<file path="src/rtl/reg_file_alu_pipe.sv">
// Two-stage register-file + ALU pipeline: ISSUE reads operands, EXECUTE computes and writes back.
// Optional macro REG_FILE_ALU_FWD_EN: bypass the EX result on a RAW hazard instead of stalling.
module reg_file_alu_pipe #(
    parameter int DATA_W   = 8,
    parameter int ADDR_W   = 4,
    parameter int ZERO_REG = 0
) (
    input  logic              clk,
    input  logic              rst_n,
    input  logic              in_valid,
    output logic              in_ready,
    input  logic [ADDR_W-1:0] ra1,
    input  logic [ADDR_W-1:0] ra2,
    input  logic [ADDR_W-1:0] wa,
    input  logic [DATA_W-1:0] immediate,
    input  logic              alu_src,
    input  logic [2:0]        alu_control,
    input  logic              write_enable,
    output logic              out_valid,
    output logic [DATA_W-1:0] alu_result,
    output logic              zero,
    output logic              carry,
    output logic [DATA_W-1:0] cpu_out
);

    localparam int NREGS = 1 << ADDR_W;
    localparam int SH_W  = $clog2(DATA_W);

    logic [DATA_W-1:0] regs [NREGS];

    logic              ex_valid_reg;
    logic [DATA_W-1:0] ex_a_reg;
    logic [DATA_W-1:0] ex_b_reg;
    logic [2:0]        ex_op_reg;
    logic              ex_we_reg;
    logic [ADDR_W-1:0] ex_wa_reg;

    logic              out_valid_reg;
    logic [DATA_W-1:0] alu_result_reg;
    logic              zero_reg;
    logic              carry_reg;
    logic [DATA_W-1:0] cpu_out_reg;

    logic [DATA_W-1:0] alu_res;
    logic              alu_carry;
    logic              wb_en;
    logic [NREGS-1:0]  reg_we;
    logic              hit_a;
    logic              hit_b;
    logic              hazard;
    logic [DATA_W-1:0] rd_a;
    logic [DATA_W-1:0] rd_b;
    logic [DATA_W-1:0] src_a;
    logic [DATA_W-1:0] src_b;
    logic              issue_fire;

    // A write to the hard-wired zero register is not a real write, so it can't cause a hazard.
    assign wb_en  = ex_valid_reg && ex_we_reg && !(ZERO_REG != 0 && ex_wa_reg == '0);
    assign hit_a  = wb_en && (ra1 == ex_wa_reg);
    assign hit_b  = wb_en && !alu_src && (ra2 == ex_wa_reg);
    assign hazard = hit_a || hit_b;

    generate
        for (genvar gi = 0; gi < NREGS; gi++) begin : g_we
            assign reg_we[gi] = wb_en && (ex_wa_reg == ADDR_W'(gi));
        end
    endgenerate

    assign rd_a = (ZERO_REG != 0 && ra1 == '0) ? '0 : regs[ra1];
    assign rd_b = (ZERO_REG != 0 && ra2 == '0) ? '0 : regs[ra2];

`ifdef REG_FILE_ALU_FWD_EN
    assign in_ready = rst_n;
    assign src_a    = hit_a ? alu_res : rd_a;
    assign src_b    = alu_src ? immediate : (hit_b ? alu_res : rd_b);
`else
    // Hold off for one cycle so the register file catches the pending write.
    assign in_ready = rst_n && !hazard;
    assign src_a    = rd_a;
    assign src_b    = alu_src ? immediate : rd_b;
`endif

    assign issue_fire = in_valid && in_ready;

    always_comb begin
        alu_res   = '0;
        alu_carry = 1'b0;
        case (ex_op_reg)
            3'b000: {alu_carry, alu_res} = {1'b0, ex_a_reg} + {1'b0, ex_b_reg};
            3'b001: begin
                alu_res   = ex_a_reg - ex_b_reg;
                alu_carry = (ex_a_reg >= ex_b_reg);
            end
            3'b010: alu_res = ex_a_reg & ex_b_reg;
            3'b011: alu_res = ex_a_reg | ex_b_reg;
            3'b100: alu_res = ex_a_reg ^ ex_b_reg;
            3'b101: alu_res = {{(DATA_W-1){1'b0}}, ($signed(ex_a_reg) < $signed(ex_b_reg))};
            3'b110: alu_res = ex_a_reg << ex_b_reg[SH_W-1:0];
            default: alu_res = ex_b_reg;
        endcase
    end

    always_ff @(posedge clk or negedge rst_n) begin
        if (!rst_n) begin
            ex_valid_reg <= 1'b0;
            ex_a_reg     <= '0;
            ex_b_reg     <= '0;
            ex_op_reg    <= '0;
            ex_we_reg    <= 1'b0;
            ex_wa_reg    <= '0;
        end else begin
            ex_valid_reg <= issue_fire;
            if (issue_fire) begin
                ex_a_reg  <= src_a;
                ex_b_reg  <= src_b;
                ex_op_reg <= alu_control;
                ex_we_reg <= write_enable;
                ex_wa_reg <= wa;
            end
        end
    end

    always_ff @(posedge clk or negedge rst_n) begin
        if (!rst_n) begin
            out_valid_reg  <= 1'b0;
            alu_result_reg <= '0;
            zero_reg       <= 1'b0;
            carry_reg      <= 1'b0;
            cpu_out_reg    <= '0;
        end else begin
            out_valid_reg <= ex_valid_reg;
            if (ex_valid_reg) begin
                alu_result_reg <= alu_res;
                zero_reg       <= (alu_res == '0);
                carry_reg      <= alu_carry;
            end
            if (wb_en) begin
                cpu_out_reg <= alu_res;
            end
        end
    end

    always_ff @(posedge clk or negedge rst_n) begin
        if (!rst_n) begin
            for (int i = 0; i < NREGS; i++) begin
                regs[i] <= '0;
            end
        end else begin
            for (int i = 0; i < NREGS; i++) begin
                if (reg_we[i]) begin
                    regs[i] <= alu_res;
                end
            end
        end
    end

    assign out_valid  = out_valid_reg;
    assign alu_result = alu_result_reg;
    assign zero       = zero_reg;
    assign carry      = carry_reg;
    assign cpu_out    = cpu_out_reg;

endmodule
</file>
<file path="config.mk">
export PLATFORM = sky130hd
export DESIGN_NAME = reg_file_alu_pipe
export DESIGN_NICKNAME = d
export VERILOG_FILES = /design/src/rtl/reg_file_alu_pipe.sv
export SDC_FILE = /design/constraint.sdc
export NUM_CORES = 1
export LEC_CHECK = 0
export ABC_CLOCK_PERIOD_IN_PS = 4400
export BUFFER_PORTS_ARGS = -buffer_cell sky130_fd_sc_hd__buf_2
export CAP_MARGIN = 20
export CORE_AREA = 4 4 141 143
export CTS_CLUSTER_SIZE = 16
export DETAILED_ROUTE_END_ITERATION = 10
export DIE_AREA = 0 0 145 147
export PLACE_DENSITY = 0.72
export SLEW_MARGIN = 20
export SYNTH_ARGS = -nofsm -noshare
export SYNTH_HDL_FRONTEND = slang
export SYNTH_SLANG_ARGS = --single-unit
</file>
<file path="constraint.sdc">
create_clock -name clk -period 4.4 [get_ports clk]
set_clock_uncertainty 0.1 [all_clocks]
set_input_delay 1.32 -clock clk [delete_from_list [all_inputs] [get_ports clk]]
set_output_delay 1.32 -clock clk [all_outputs]
set_load 0.02 [all_outputs]
</file>
==> metrics, run 1 <==
status=finished, final reports clean; share of the synthesized area in the top cell type=0.4255; leakage=approximately 0.005 uW; Seq/Total Area, Yosys=0.4255; relative slew slack=0.2195; Crit. End Element=output port; Die ar.=21320 um2; pwr dens=542.8 nW/um2; global route overflow=0; Period minus WS final=3931 ps; row cnt=50; Critical Setup Path Class=in2out; CTS Hold Bufs=0; worst setup margin=469.0 ps; CTS H-Tree Depth=4; clock latency on the worst-skew pair=~430 ps; worst path cell trace=buf_2 > xor2_1 > nor2_1 > a41oi_1 > o21a_1 > buf_2; WHS Path Cells=2; NumNets Final=849; worst endpoint data arrival time=2510 ps; first-pass GRT wire length=42520 um; drt via density=6.582; RSZ-0062 raised after global routing=no; Mapped Avg Cell Area=between 10 and 15 um2; Starting Density=0.5444; Mapped Cells=760; Least-Margin Pin Slew=1166 ps; Netlist cell types=65; Pre-antenna DRT Iters=5; Hold EP=cpu_out[2]; r2r worst-path depth=9; Yosys warning count=0; CTS tree=built; Seq pwr share=0.399; Max Clock Freq=0.2544 GHz; Max rail drop VDD=295.2 uV; Post-synth ARST share=1.000; Critical Path Source Type=primary input; io pins=48; Post-synth top cells=dfrtp_1, mux2_2, mux4_2, nor2_1, nand2_1; count leader, synth=dfrtp_1; die width=145 um; drt total wl=26630 um; Primary FF master, synth=dfrtp_1; drt drc=0; r2r setup slk=roughly 850 ps; Syn Nets=815; CTS sink cnt=roughly 170; Hold Crit Start=cpu_out[2]; Max-cap violations=0; drt initial violations=469; initial antenna violation count=0; Worst path max stage delay=370 ps; Synth area leader=dfrtp_1; largest net degree at the start of global routing=174; setup repair bufs after CTS=0; GRT Resource Usage Total=0.2577; Core ar.=18580 um2; max reg flops=around 130; Int Pwr=between 3000 and 4000 uW; PostCTS Resize Cnt=0; Hold Fails Final Rpt=0; Die Y=147 um; final setup fails=0; mapped cell area=around 10000 um2; number of global-route vias before repair=between 7000 and 8000; Crit path top cell by count=buf_2; flops & latches, synth=172; CTS Buf Count=17; Slowest-stage cell, CP=nor2_1; setup tns final=0 ps; fraction of layout cells with a size suffix above 1=0.4250; Comb pwr share=0.345; Reg2Reg Capture Point=zero; Clock Tree Buf Depth=2; largest delay contributor family on the critical path=compound AO/OA/AOI/OAI gates; Clock power frac=0.256; Setup WS pre-CTS=485.5 ps; Antenna Nets Post-Route=0; n_diodes=0; Via Count=6852; Post-synth EDFFs=0; CP bufs+invs=2; Layout area overhead=10.91%; synth top area cells=dfrtp_1, mux4_2, mux2_2, ha_1, nor2_1; Post-Route Utilization=0.6038; Reg clk slew, reported paths=roughly 60 ps; r2r startpoint=ex_a_reg[0]; CP max FO=2; Root Driver=clkbuf_16; largest register by flop count=regs; Worst Hold Class=reg2reg; CP required=2980 ps; P_sw=roughly 2100 uW; Max Transition Viols Final=0; period utilisation layout=0.8934; GPL Wtd Cong=0.9153; Wirelength per Cell=25.58 um; sw frac=0.3464; I/O Buffers=47; post-DP HPWL=18240 um
[power by group through the flow]
stage               Combinational [uW]  Clock [uW]  Sequential, uW
floorplan                         1510           0            2360
global placement                  2010           0            2390
detailed placement                2090           0            2430
CTS                               2100        1580            2410
global route                      2290        1650            2480
finish                            2100        1560            2430
[how the worst max path moves through the flow]
stage,start,end,slack (ps),cells after the start
finish,ra2[2],in_ready,470,6
global route,ra2[2],in_ready,480,6
CTS,ra2[2],in_ready,480,6
detailed placement,ra2[2],in_ready,490,6
global placement,ra2[2],in_ready,500,6
floorplan,ra1[1],in_ready,480,5
[stage by stage]
step,instances,cell area (um2),hold WS (ps),total power (uW)
6_report,1041,11220,396.9,6090
5_1_grt,1041,11220,416.4,6411
4_1_cts,1041,11220,406.5,6092
3_5_place_dp,1009,10610,375.5,4521
3_3_place_gp,1009,10610,367.8,4400
2_1_floorplan,760,10110,356.6,3863
[layout make-up]
cell class | count | area, um2
Clock buffer | 20 | 446.7
Clock inverter | 12 | 161.4
Fill cell | 1439 | 7362
Inverter | 27 | 101.3
Multi-Input combinational cell | 508 | 5500
Sequential cell | 172 | 4304
Tap cell | 234 | 292.8
Timing Repair Buffer | 68 | 411.6
[cells by family (layout without fill, tap and decap cells)]
kind of cell             count (synthesis)  count (layout)  synth area share
AO/OA/AOI/OAI                           95              95           0.06717
XOR/XNOR                                10              10          0.008659
adder cells (fa/ha/maj)                 27              27           0.03488
buffers and inverters                   80             127           0.03179
flip-flops                             172             172            0.4255
multiplexers                           243             243            0.3647
AND/OR/NAND/NOR                        133             133           0.06730
[worst register-to-register path, delay by kind of cell, from the launching register on]
| family | cells | cell delay, ps |
|---|---|---|
| and+or+nand+nor | 2 | 530 |
| AOI/OAI and AO/OA | 3 | 1000 |
| DFF | 1 | 460 |
| muxes | 1 | 510 |
| buffers and inverters | 1 | 110 |
| adders and majority gates | 2 | 720 |
[per-layer routing]
metal	part of all wire	up-vias	global-route usage
li1	-	2954	-
met1	0.39	3587	0.3288
met2	0.51	256	0.4387
met3	0.054	55	0.04658
met4	0.037	0	0.1083
met5	0	-	0
[cell usage in the layout (no fill, tap or decap), types with 13 or more instances in the layout]
cell	netlist	routed
buf_2	11	46
mux4_2	86	86
inv_1	26	26
nand2_1	32	32
buf_4	0	20
mux2i_1	13	13
mux2_2	144	144
ha_1	25	25
dfrtp_1	172	172
clkbuf_16	0	17
a21oi_1	26	26
o21ai_0	19	19
nor2_1	39	39
(Power assumes the default switching activity.)
==> run 2, diff against run 1 <==
CORE_AREA = 4 4 136 138   (was 4 4 141 143)
DIE_AREA = 0 0 140 142   (was 0 0 145 147)
PLACE_DENSITY = 0.76   (was 0.72)
==> run 2 against run 1 <==
  * Sequential cell count did not move
  * Maximum frequency grew 4.1%
  * Setup slack better by 160 ps
  * Cell count is 1.1% lower
  * Core utilization grew 4.7 points
==> metrics, run 2 (synthesis gave the netlist of run 1 again) <==
status=finished, final reports clean (unchanged); Reg2Reg Capture Point=zero (unchanged); Worst path max stage delay=290 ps (was 370 ps); worst path cell trace=buf_2 > xor2_1 > nor4_1 > a41oi_1 > o21a_1 > buf_2 (was buf_2 > xor2_1 > nor2_1 > a41oi_1 > o21a_1 > buf_2); Period minus WS final=3775 ps (was 3931 ps); relative slew slack=0.2961 (was 0.2195); fraction of layout cells with a size suffix above 1=0.4236 (was 0.4250); clock latency on the worst-skew pair=420 ps (was 430 ps); drt via density=6.630 (was 6.582); Worst Setup SP=ra1[1] (was ra2[2]); initial antenna violation count=1 (was 0); r2r setup slk=850 ps (about the same); drt total wl=25480 um (was 26630 um); number of global-route vias before repair=7346 (was 7227); CTS Hold Bufs=0 (unchanged); period utilisation layout=0.8580 (was 0.8934); GPL Wtd Cong=0.9911 (was 0.9153); RSZ-0062 raised after global routing=no (unchanged); CTS H-Tree Depth=4 (unchanged); Fillers=1279 (was 1439); Power Total=6054 uW (was 6090 uW); drt initial violations=556 (was 469); Core ar.=17180 um2 (was 18580 um2); Reg clk slew, reported paths=60 ps (about the same); max reg flops=128 (unchanged); Critical Path Source Type=primary input (unchanged); drt drc=0 (unchanged); worst endpoint data arrival time=2360 ps (was 2510 ps); NumNets Final=847 (was 849); die width=140 um (was 145 um); largest register by flop count=regs (unchanged); Max Clock Freq=0.2649 GHz (was 0.2544 GHz); Area after DPL=10580 um2 (was 10610 um2); CP bufs+invs=2 (unchanged); busiest layer in global routing=met2 (unchanged); setup tns final=0 ps (unchanged); worst hold margin=397.4 ps (was 396.9 ps); Clock Tree Buf Depth=2 (unchanged); row cnt=48 (was 50); Worst Hold Class=reg2reg (unchanged); n_diodes=0 (unchanged); Max Transition Viols Final=0 (unchanged); Slowest-stage cell, CP=nor4_1 (was nor2_1); CTS tree=built (unchanged); pwr dens=541.8 nW/um2 (was 542.8 nW/um2); Die ar.=19880 um2 (was 21320 um2); Max rail drop VDD=321.7 uV (was 295.2 uV); r2r startpoint=ex_a_reg[1] (was ex_a_reg[0]); io pins=48 (unchanged); global route overflow=0 (unchanged); Antenna Nets Post-Route=0 (unchanged); GR Util met3=0.05444 (was 0.04658); PostCTS Resize Cnt=0 (unchanged); setup repair bufs after CTS=0 (unchanged); Starting Density=0.5889 (was 0.5444); final standard cell area without fillers=11170 um2 (was 11220 um2); Pre-antenna DRT Iters=5 (unchanged); CP Depth=6 (unchanged); met1 track demand over resource=0.3484 (was 0.3288); post-DP HPWL=18190 um (was 18240 um); largest delay contributor family on the critical path=buffers and inverters (was compound AO/OA/AOI/OAI gates); first-pass GRT wire length=41710 um (was 42520 um); Die Y=142 um (was 147 um); Least-Margin Pin Slew=1052 ps (was 1166 ps); r2r worst-path depth=8 (was 9); Critical Setup Path Class=in2out (unchanged); Crit. End Element=output port (unchanged); CP required=2980 ps (about the same); Hold Fails Final Rpt=0 (unchanged); largest net degree at the start of global routing=174 (unchanged); Via Count=6829 (was 6852); CTS sink cnt=172 (unchanged); leakage=0.004982 uW (was 0.004995 uW); CP max FO=2 (unchanged); final setup fails=0 (unchanged); crit path capture=in_ready (unchanged); CTS Buf Count=17 (unchanged); commonest non-fill, non-tap cell in the layout=dfrtp_1 (unchanged); Root Driver=clkbuf_16 (unchanged); placed instance count=998 (was 1009); Max-cap violations=0 (unchanged); Layout area overhead=10.48% (was 10.91%); commonest cells after routing, fill and taps aside=dfrtp_1, mux2_2, mux4_2 (unchanged); GRT Resource Usage Total=0.2715 (was 0.2577); Crit path top cell by count=buf_2 (unchanged); I/O Buffers=47 (unchanged); Layout Cells excl Fill=1030 (was 1041); GR Util met2=0.4601 (was 0.4387); Wirelength per Cell=24.74 um (was 25.58 um)
## run 2: cell count changes in the layout (fill, tap and decap cells not counted), sizes merged
cell,before,now
bufinv,3,1
clkinvlp,3,2
inv,29,30
buf,68,66
clkbuf,20,23
clkinv,4,3
## run 2: final cells by class
cell class                      count  area [um2]  area share
Timing Repair Buffer               66       396.6     0.03549
Multi-Input combinational cell    508        5500      0.4922
Tap cell                          225       281.5     0.02519
Sequential cell                   172        4304      0.3852
Clock buffer                       23       488.0     0.04367
Inverter                           27       101.3    0.009069
Clock inverter                      9       102.6    0.009181
## run 2: power by group
group	switching [uW]	total, uW	internal (uW)
clock network	635	1490	853
registers	413	2430	2020
logic	1090	2140	1050
## run 2: worst min path at each step
stage / startpoint / end / slack (ps) / depth (start not counted)
CTS: cpu_out[2] / cpu_out[2] / 390 / 2
floorplan: ex_valid_reg / out_valid / 360 / 0
global route: cpu_out[0] / cpu_out[0] / 420 / 1
global placement: cpu_out[2] / cpu_out[2] / 360 / 2
detailed placement: cpu_out[2] / cpu_out[2] / 370 / 2
finish: cpu_out[2] / cpu_out[2] / 400 / 2
## run 2: stage by stage
stage | setup slack, ps | utilization
3_3_place_gp | 601.3 | 0.6162
3_5_place_dp | 616.7 | 0.6162
5_1_grt | 471.6 | 0.6506
6_report | 624.6 | 0.6506
2_1_floorplan | 477.7 | -
4_1_cts | 621.9 | 0.6506
## run 2: worst reg2reg max path, cell delays in order, from the launching register on
cell,delay [ps]
dfrtp_1,510
inv_1,180
fa_1,560
nor2_1,40
mux4_2,520
o32a_4,510
a2111oi_4,340
or4b_1,480
o41ai_2,200
## run 2: metal layers
layer	part of all wire	up-vias	wire length (um)
li1	-	2950	-
met4	0.038	2	979
met2	0.51	305	12980
met3	0.062	70	1586
met1	0.39	3502	9923
met5	0.00027	-	7
==> run 3, diff against run 2 <==
PLACE_DENSITY = 0.73   (was 0.76)
==> run 3 against run 2 <==
  * Via count grew 1.3%
  * Core utilization grew 0.47 points
  * Combinational power hardly changed
  * Worst hold slack better by 0.75 ps
  * First-iteration DRC count up 1.8%
  * Setup slack worse by 47 ps
  * Cell count grew 0.29%
  * Maximum frequency shrank 1.2%
  * Critical path depth unchanged
  * Die area unchanged
  * Sequential share of layout area is 0.28 points lower
  * Largest cell class unchanged
  * Wire length increased by 2.5%
==> metrics, run 3 (synthesis gave the netlist of run 1 again) <==
Crit path top cell by count=buf_2 (unchanged); Via Count=6917 (was 6829); relative slew slack=0.2993 (was 0.2961); Antenna Nets Post-Route=0 (unchanged); pwr dens=550.2 nW/um2 (was 541.8 nW/um2); post-DP HPWL=18310 um (was 18190 um); worst endpoint data arrival time=2400 ps (was 2360 ps); Fillers=1281 (was 1279); clock latency on the worst-skew pair=430 ps (was 420 ps); Die Y=142 um (unchanged); Clock Tree Buf Depth=2 (unchanged); GRT Resource Usage Total=0.2732 (was 0.2715); Sequential Area=4304 um2 (unchanged); CTS Hold Bufs=0 (unchanged); drt drc=0 (unchanged); CP bufs+invs=2 (unchanged); Post-Route Utilization=0.6553 (was 0.6506); GPL Wtd Cong=0.9584 (was 0.9911); row cnt=48 (unchanged); die width=140 um (unchanged); number of global-route vias before repair=7284 (was 7346); Wirelength per Cell=25.28 um (was 24.74 um); Slowest-stage cell, CP=nor4_1 (unchanged); setup tns final=0 ps (unchanged); Max rail drop VDD=317.9 uV (was 321.7 uV); largest register by flop count=regs (unchanged); Layout area overhead=11.28% (was 10.48%); n_diodes=0 (unchanged); Pre-antenna DRT Iters=5 (unchanged); Worst path max stage delay=320 ps (was 290 ps); first-pass GRT wire length=41800 um (was 41710 um); drt via density=6.696 (was 6.630); Period minus WS final=3823 ps (was 3775 ps); commonest cells after routing, fill and taps aside=dfrtp_1, mux2_2, mux4_2 (unchanged); RSZ-0062 raised after global routing=no (unchanged); PostCTS Resize Cnt=0 (unchanged); io pins=48 (unchanged); Root Driver=clkbuf_16 (unchanged); setup repair bufs after CTS=0 (unchanged); CTS tree=built (unchanged); Reg clk slew, reported paths=60 ps (about the same); fraction of layout cells with a size suffix above 1=0.4270 (was 0.4236); Max Transition Viols Final=0 (unchanged); placed instance count=1001 (was 998); worst path cell trace=buf_2 > xor2_1 > nor4_1 > a41oi_1 > o21a_1 > buf_2 (unchanged); CP required=2980 ps (about the same); Power Total=6193 uW (was 6054 uW); commonest non-fill, non-tap cell in the layout=dfrtp_1 (unchanged); Critical Setup Path Class=in2out (unchanged); drt initial violations=566 (was 556); drt total wl=26110 um (was 25480 um); Starting Density=0.5889 (unchanged); max reg flops=128 (unchanged); CTS H-Tree Depth=4 (unchanged); CTS sink cnt=172 (unchanged); Hold Fails Final Rpt=0 (unchanged); final setup fails=0 (unchanged); I/O Buffers=47 (unchanged); initial antenna violation count=0 (was 1); global route overflow=0 (unchanged); status=finished, final reports clean (unchanged); NumNets Final=850 (was 847); CTS Buf Count=17 (unchanged); multi-input combinational cell area=5500 um2 (unchanged); Die ar.=19880 um2 (unchanged); Critical Path Source Type=primary input (unchanged); Max-cap violations=0 (unchanged); period utilisation layout=0.8688 (was 0.8580); largest net degree at the start of global routing=174 (unchanged); Core ar.=17180 um2 (unchanged); Worst Hold Class=reg2reg (unchanged); CP max FO=2 (unchanged); Max Clock Freq=0.2616 GHz (was 0.2649 GHz); largest delay contributor family on the critical path=simple AND/OR/NAND/NOR gates (was buffers and inverters); Crit. End Element=output port (unchanged); Least-Margin Pin Slew=1047 ps (was 1052 ps); Layout Cells excl Fill=1033 (was 1030); leakage=0.005024 uW (was 0.004982 uW)
-- run 3: worst register-to-register path, stage by stage, from the launching register on --
cell	delay [ps]
dfrtp_1	500
inv_1	120
ha_1	240
fa_1	480
nor2_1	40
mux4_2	500
o32a_4	500
a2111oi_4	290
or4b_1	510
o41ai_2	210
-- run 3: cell type report --
cell class	instances	area share
Clock inverter	11	0.01590
Inverter	27	0.009004
Timing Repair Buffer	69	0.03724
Clock buffer	21	0.04180
Sequential cell	172	0.3824
Tap cell	225	0.02501
Multi-Input combinational cell	508	0.4887
-- run 3: per-stage QoR --
stage | instance area (um2) | hold WS, ps | worst slack [ps]
final | 11260 | 398.2 | 577.5
after global routing | 11260 | 406.7 | 522.2
after CTS | 11260 | 402.4 | 592.2
after detailed placement | 10610 | 387.7 | 586.1
after global placement | 10610 | 365.5 | 590.6
after floorplan | 10110 | 356.6 | 477.7
-- run 3: routing by layer --
metal,share of wire,routed length [um],vias up,track usage
met4,0.032,843,0,0.1045
met3,0.061,1583,55,0.05444
met1,0.40,10390,3609,0.3537
met2,0.51,13300,295,0.4619
li1,-,-,2958,-
met5,0,0,-,0
-- run 3: path summary, 6_finish.rpt --
kind / depth (start not counted) / to / startpoint / slack [ps]
worst max-delay path: 6 / in_ready / ra1[1] / 580
worst min-delay path: 1 / cpu_out[0] / cpu_out[0] / 400
worst max register to register: 9 / zero / ex_a_reg[0] / 810
worst min register to register: 1 / cpu_out[0] / cpu_out[0] / 400
max in group asynchronous: 2 / ex_op_reg[0] / rst_n / 2520
min in group asynchronous: 2 / cpu_out[0] / rst_n / 910
-- run 3: power breakdown --
group | switching (uW) | total, uW | internal, uW
Combinational | 1080 | 2130 | 1050
Clock | 636 | 1640 | 1000
Sequential | 407 | 2420 | 2020
Total | 2120 | 6190 | 4070
